### src/rtl/window_search_ctrl.sv
// Scan sequencer for the sliding-window SAD match engine: walks a WIN x WIN template
// over every frame position in raster order and keeps the minimum-SAD position.
module window_search_ctrl #(
  parameter int FRAME_W = 64,
  parameter int FRAME_H = 64,
  parameter int WIN     = 4,
  parameter int AW      = 12,
  parameter int TW      = 4,
  parameter int SW      = 12,
  parameter int CW      = 6
) (
  input  logic          Clk,
  input  logic          Rst,
  input  logic          Start,
  output logic          Busy,
  output logic          Done,
  output logic          RdEn,
  output logic [AW-1:0] FrameAddr,
  output logic [TW-1:0] WinAddr,
  output logic          SadClr,
  input  logic          SadValid,
  input  logic [SW-1:0] SadIn,
  output logic [CW-1:0] BestRow,
  output logic [CW-1:0] BestCol,
  output logic [SW-1:0] BestSad
);

  localparam int XW = $clog2(FRAME_W);

  localparam logic [2:0] S_IDLE  = 3'd0;
  localparam logic [2:0] S_CLEAR = 3'd1;
  localparam logic [2:0] S_READ  = 3'd2;
  localparam logic [2:0] S_WAIT  = 3'd3;
  localparam logic [2:0] S_DONE  = 3'd4;

  localparam logic [CW-1:0] LAST_PIX = CW'(WIN - 1);
  localparam logic [CW-1:0] LAST_ROW = CW'(FRAME_H - WIN);
  localparam logic [CW-1:0] LAST_COL = CW'(FRAME_W - WIN);

  logic [2:0]    state, state_n;
  logic [CW-1:0] row, row_n;
  logic [CW-1:0] col, col_n;
  logic [CW-1:0] pix_r, pix_r_n;
  logic [CW-1:0] pix_c, pix_c_n;
  logic          best_init;
  logic          best_load;
  logic          last_pix;
  logic          last_pos;
  logic [CW-1:0] abs_row;
  logic [CW-1:0] abs_col;
  logic [AW-1:0] frame_addr_n;
  logic [TW-1:0] win_addr_n;

  assign last_pix = (pix_r == LAST_PIX) && (pix_c == LAST_PIX);
  assign last_pos = (row == LAST_ROW) && (col == LAST_COL);

  // NOTE: every variable gets a default before the case so no path can infer a latch.
  always_comb begin
    state_n   = state;
    row_n     = row;
    col_n     = col;
    pix_r_n   = pix_r;
    pix_c_n   = pix_c;
    best_init = 1'b0;
    best_load = 1'b0;

    case (state)
      S_IDLE: begin
        if (Start) begin
          state_n   = S_CLEAR;
          row_n     = '0;
          col_n     = '0;
          best_init = 1'b1;
        end
      end

      S_CLEAR: begin
        state_n = S_READ;
        pix_r_n = '0;
        pix_c_n = '0;
      end

      S_READ: begin
        if (last_pix) begin
          state_n = S_WAIT;
        end else if (pix_c == LAST_PIX) begin
          pix_c_n = '0;
          pix_r_n = pix_r + 1'b1;
        end else begin
          pix_c_n = pix_c + 1'b1;
        end
      end

      S_WAIT: begin
        if (SadValid) begin
          // Strict compare so that ties keep the earlier raster position.
          best_load = (SadIn < BestSad);
          if (last_pos) begin
            state_n = S_DONE;
          end else begin
            state_n = S_CLEAR;
            if (col == LAST_COL) begin
              col_n = '0;
              row_n = row + 1'b1;
            end else begin
              col_n = col + 1'b1;
            end
          end
        end
      end

      S_DONE: begin
        state_n = S_IDLE;
      end

      default: begin
        state_n = S_IDLE;
      end
    endcase
  end

  // Addresses for the cycle being entered; FRAME_W is a power of two so the row
  // simply lands above the column bits.
  assign abs_row      = row_n + pix_r_n;
  assign abs_col      = col_n + pix_c_n;
  assign frame_addr_n = (AW'(abs_row) << XW) | AW'(abs_col);
  assign win_addr_n   = TW'(32'(pix_r_n) * WIN + 32'(pix_c_n));

  // NOTE: sequential state uses non-blocking assignments so every register samples
  // the pre-edge values and the block order does not matter.
  always_ff @(posedge Clk) begin
    if (Rst) begin
      state     <= S_IDLE;
      row       <= '0;
      col       <= '0;
      pix_r     <= '0;
      pix_c     <= '0;
      Busy      <= 1'b0;
      Done      <= 1'b0;
      RdEn      <= 1'b0;
      SadClr    <= 1'b0;
      FrameAddr <= '0;
      WinAddr   <= '0;
    end else begin
      state  <= state_n;
      row    <= row_n;
      col    <= col_n;
      pix_r  <= pix_r_n;
      pix_c  <= pix_c_n;
      // Strobes are registered from the next state so they line up with that state.
      Busy   <= (state_n != S_IDLE);
      Done   <= (state_n == S_DONE);
      RdEn   <= (state_n == S_READ);
      SadClr <= (state_n == S_CLEAR);
      if (state_n == S_READ) begin
        FrameAddr <= frame_addr_n;
        WinAddr   <= win_addr_n;
      end
    end
  end

  always_ff @(posedge Clk) begin
    if (Rst) begin
      BestRow <= '0;
      BestCol <= '0;
      BestSad <= '1;
    end else if (best_init) begin
      BestRow <= '0;
      BestCol <= '0;
      BestSad <= '1;
    end else if (best_load) begin
      BestRow <= row;
      BestCol <= col;
      BestSad <= SadIn;
    end
  end

endmodule
### config.mk
export PLATFORM = sky130hd
export DESIGN_NAME = window_search_ctrl
export DESIGN_NICKNAME = d
export VERILOG_FILES = /design/src/rtl/window_search_ctrl.sv
export SDC_FILE = /design/constraint.sdc
export NUM_CORES = 1
export LEC_CHECK = 0
export ABC_AREA = 1
export ABC_CLOCK_PERIOD_IN_PS = 3750
export CELL_PAD_IN_SITES_DETAIL_PLACEMENT = 0
export CELL_PAD_IN_SITES_GLOBAL_PLACEMENT = 1
export CORE_UTILIZATION = 39
export DETAILED_ROUTE_END_ITERATION = 6
export PLACE_DENSITY_LB_ADDON = 0.1
export SYNTH_ARGS = -nofsm -noshare
export SYNTH_HDL_FRONTEND = slang
export SYNTH_SLANG_ARGS = --single-unit
### constraint.sdc
create_clock -name Clk -period 3.75 [get_ports Clk]
set_input_delay 0.9375 -clock Clk [delete_from_list [all_inputs] [get_ports Clk]]
set_output_delay 0.9375 -clock Clk [all_outputs]
set_load 0.01 [all_outputs]
==> results <==
where the power goes:
part / switching, mW / internal [mW]
registers: 0.0131 / 0.778
clock network: 0.301 / 0.323
logic: 0.128 / 0.0841
total: 0.442 / 1.19
per-stage QoR:
step | std cells | util | area, sq um
after floorplan | 562 | - | 3931
after global routing | 759 | 0.4949 | 4837
after global placement | 743 | 0.4754 | 4647
after CTS | 759 | 0.4949 | 4837
after detailed placement | 743 | 0.4754 | 4647
final | 759 | 0.4949 | 4837
flip-flops by register name (all words and copies together), names as in the netlist:
register	count
pix_r	6
BestRow	6
WinAddr	4
RdEn	1
BestSad	12
pix_c	6
state	3
Done	1
FrameAddr	12
col	6
Busy	1
BestCol	6
SadClr	1
row	6
final cells by class:
cell class | instances | area, sq um | share of cell area
Sequential cell | 71 | 1421 | 0.2938
Clock buffer | 12 | 145.1 | 0.03001
Timing Repair Buffer | 64 | 628.1 | 0.1298
Clock inverter | 4 | 45.04 | 0.009312
Tap cell | 133 | 166.4 | 0.03440
Inverter | 68 | 257.7 | 0.05328
Multi-Input combinational cell | 407 | 2173 | 0.4493
layer usage:
| metal | vias up | global-route usage | wire [microns] |
|---|---|---|---|
| met5 | - | 0 | 0 |
| met4 | 0 | 0.06374 | 98 |
| met3 | 7 | 0.04104 | 402 |
| met2 | 70 | 0.3686 | 5166 |
| met1 | 1736 | 0.2771 | 5067 |
| li1 | 1972 | - | - |
logic make-up (layout without fill, tap and decap cells):
family | after synthesis | after routing | share of synthesized area
AO/OA/AOI/OAI | 98 | 98 | 0.1302
XOR/XNOR | 9 | 9 | 0.02005
adder cells (fa/ha/maj) | 30 | 30 | 0.09930
buffers and inverters | 84 | 148 | 0.08561
flip-flops | 71 | 71 | 0.3616
AND/OR/NAND/NOR | 270 | 270 | 0.3033
critical path, stage by stage:
cell,delay [ns]
sky130_fd_sc_hd__clkdlybuf4s50_1,0.56
sky130_fd_sc_hd__nand2_1,0.08
sky130_fd_sc_hd__nor2_1,0.19
sky130_fd_sc_hd__inv_2,0.08
sky130_fd_sc_hd__nor2_2,0.13
sky130_fd_sc_hd__nand2_1,0.08
sky130_fd_sc_hd__or2_1,0.24
sky130_fd_sc_hd__nand2_1,0.08
sky130_fd_sc_hd__ha_1,0.27
sky130_fd_sc_hd__a21oi_1,0.19
sky130_fd_sc_hd__o21ai_0,0.10
sky130_fd_sc_hd__a21oi_1,0.18
sky130_fd_sc_hd__nand3_1,0.12
sky130_fd_sc_hd__nand3_1,0.10
sky130_fd_sc_hd__nand2_1,0.05
sky130_fd_sc_hd__nor2_1,0.09
sky130_fd_sc_hd__nor2_1,0.04
final timing paths:
path,from,endpoint,cells after the start,slack (ns)
max,SadValid,FrameAddr[11]$_SDFFE_PP0P_,17,0.46
min,BestRow[3]$_SDFFE_PP0P_,BestRow[3]$_SDFFE_PP0P_,2,0.47
max reg2reg,pix_c[0]$_SDFF_PP0_,FrameAddr[10]$_SDFFE_PP0P_,13,0.52
min reg2reg,BestRow[3]$_SDFFE_PP0P_,BestRow[3]$_SDFFE_PP0P_,2,0.47
cell usage in the layout (no fill, tap or decap), types with 5 or more instances in the layout:
cell	netlist	final
sky130_fd_sc_hd__clkbuf_8	0	10
sky130_fd_sc_hd__nor2_1	47	47
sky130_fd_sc_hd__a21oi_1	56	56
sky130_fd_sc_hd__nor3_1	8	8
sky130_fd_sc_hd__buf_4	0	5
sky130_fd_sc_hd__ha_1	28	28
sky130_fd_sc_hd__nand3_1	72	72
sky130_fd_sc_hd__clkdlybuf4s50_1	0	59
sky130_fd_sc_hd__xor2_1	6	6
sky130_fd_sc_hd__nand2_1	124	124
sky130_fd_sc_hd__o21ai_0	29	29
sky130_fd_sc_hd__inv_1	64	64
sky130_fd_sc_hd__dfxtp_1	71	71
==> results_tabular.tex <==
\begin{tabular}{lr}
\hline
Metric & Value \\
\hline
\multicolumn{2}{l}{\textbf{Routing}} \\
Routed Wire Length & 10,740 microns \\
Initial detailed-routing violation count & 141 \\
Number of vias after detailed routing & $\sim$3,800 \\
Number of remaining DRC errors & 0 \\
Count of antenna-violating nets left after detailed routing & 0 \\
Vias per std cell & around 5.0 \\
WL/cell & roughly 14 microns \\
Number of detailed-routing iterations run before antenna repair & 4 \\
\multicolumn{2}{l}{\textbf{STA}} \\
Share of the clock period used by the worst path & 0.8771 \\
Post-route clock skew & 0.005935 ns \\
Period minus WS final & 3.289 ns \\
Finish-stage setup viols & 0 \\
Peak clock frequency supported by timing & between 0.3 and 0.4 GHz \\
Final Hold Fails & 0 \\
Final Max Slew Viols & 0 \\
Min setup slack post-route & 0.4608 ns \\
Hold WS & approximately 0.47 ns \\
Final TNS setup & 0 ns \\
Max-Slew Margin vs Limit & 0.4572 \\
Transition time at the pin with the least slew margin & around 0.81 ns \\
Unrepaired setup endpoints after global routing & false \\
\multicolumn{2}{l}{\textbf{Synthesis}} \\
Post-synthesis sequential element count & 71 \\
Cell with the most instances after synthesis & sky130\_fd\_sc\_hd\_\_nand2\_1 \\
Biggest area contributors in the synthesized netlist & sky130\_fd\_sc\_hd\_\_dfxtp\_1, sky130\_fd\_sc\_hd\_\_nand2\_1, sky130\_fd\_sc\_hd\_\_nand3\_1, sky130\_fd\_sc\_hd\_\_ha\_1, sky130\_fd\_sc\_hd\_\_a21oi\_1 \\
Register area share after synthesis & 0.3616 \\
Share of flip-flops with an asynchronous set or reset & 0 \\
Most used flip-flop cell after synthesis & sky130\_fd\_sc\_hd\_\_dfxtp\_1 \\
Share of Yosys cell area claimed by the top area cell type & 0.3616 \\
Largest area contributor in the synthesized netlist & sky130\_fd\_sc\_hd\_\_dfxtp\_1 \\
Synth Instances & around 560 \\
Synth Net Count & about 600 \\
EDFF count, synth & 0 \\
Top cell types by occurrence after synthesis & sky130\_fd\_sc\_hd\_\_nand2\_1, sky130\_fd\_sc\_hd\_\_nand3\_1, sky130\_fd\_sc\_hd\_\_dfxtp\_1, sky130\_fd\_sc\_hd\_\_inv\_1, sky130\_fd\_sc\_hd\_\_a21oi\_1 \\
Yosys warning total & 0 \\
Synth unique cells & 37 \\
Average footprint of a synthesized cell & around 7 sq um \\
Mapped Area & approximately 3900 sq um \\
\multicolumn{2}{l}{\textbf{Job}} \\
Number of max-cap violations & 0 \\
\multicolumn{2}{l}{\textbf{Worst setup path}} \\
Arrival time of the worst setup path & $\sim$3.5 ns \\
Startpoint Class & input pin \\
Worst Path Max Fanout & 5 \\
Type of the worst setup path & input pin to flop \\
Critical Path Sink Type & flop \\
Data required time of the worst path & roughly 4 ns \\
\multicolumn{2}{l}{\textbf{Layout}} \\
Number of inserted diodes & 0 \\
Number of nets in the layout & 667 \\
Fraction of final layout cells sized beyond drive strength 1 & 0.05431 \\
Area added between synthesis and finish & 23.04\% \\
Fillcell total & 1,043 \\
\multicolumn{2}{l}{\textbf{Floorplanning}} \\
Standard-cell rows & 36 \\
Chip Width & 102.4 microns \\
Total core area & between 9000 and 10,000 sq um \\
Overall die area & $\sim$10,000 sq um \\
I/O pin total & 60 \\
Initial core utilization & 0.4022 \\
Die Height & approximately 100 microns \\
\multicolumn{2}{l}{\textbf{CTS}} \\
Maximum root-to-sink buffer count & 2 \\
Post-CTS Setup Repair Bufs & 0 \\
Number of clock sinks & 71 \\
Clk pin slew, worst setup/hold paths & roughly 0.080 ns \\
Hold-fix buffers at CTS & 0 \\
Clock tree from TritonCTS & done \\
Clk Latency, worst-skew pair & 0.35 ns \\
Post-CTS Resized & 0 \\
CTS H-tree depth & 3 \\
Clock root cell & sky130\_fd\_sc\_hd\_\_clkbuf\_8 \\
Total CTS buffers & 9 \\
\multicolumn{2}{l}{\textbf{Global route}} \\
First-pass GRT wire length & 17,380 microns \\
Pin count of the biggest net entering global routing & 36 \\
Antenna violations before repair & 0 \\
Final global-route overflow total & 0 \\
Overall track demand over capacity in global routing & 0.2163 \\
Vias in the first global route & between 3,000 and 4,000 \\
\multicolumn{2}{l}{\textbf{Power and ir drop}} \\
Overall power of the completed layout & around 1.6 mW \\
Power density normalized to cell area & around 340 nW/um\^{}2 \\
Reported leakage power & 2.163 nW \\
VDD IR-drop max & about 0.15 mV \\
\multicolumn{2}{l}{\textbf{Placed design}} \\
Worst setup timing slack at the placement stage & 0.09271 ns \\
Number of port buffers & approximately 60 \\
Sum of net half-perimeters after detailed placement & approximately 7900 microns \\
Final weighted congestion in routability-driven placement & between 0.8 and 0.9 \\
\multicolumn{2}{l}{\textbf{Min path}} \\
Classification of the worst-slack hold path & flop to flop \\
\multicolumn{2}{l}{\textbf{Status}} \\
Run status & completed \\
\hline
\end{tabular}
Power figures use the tool's default switching activity.
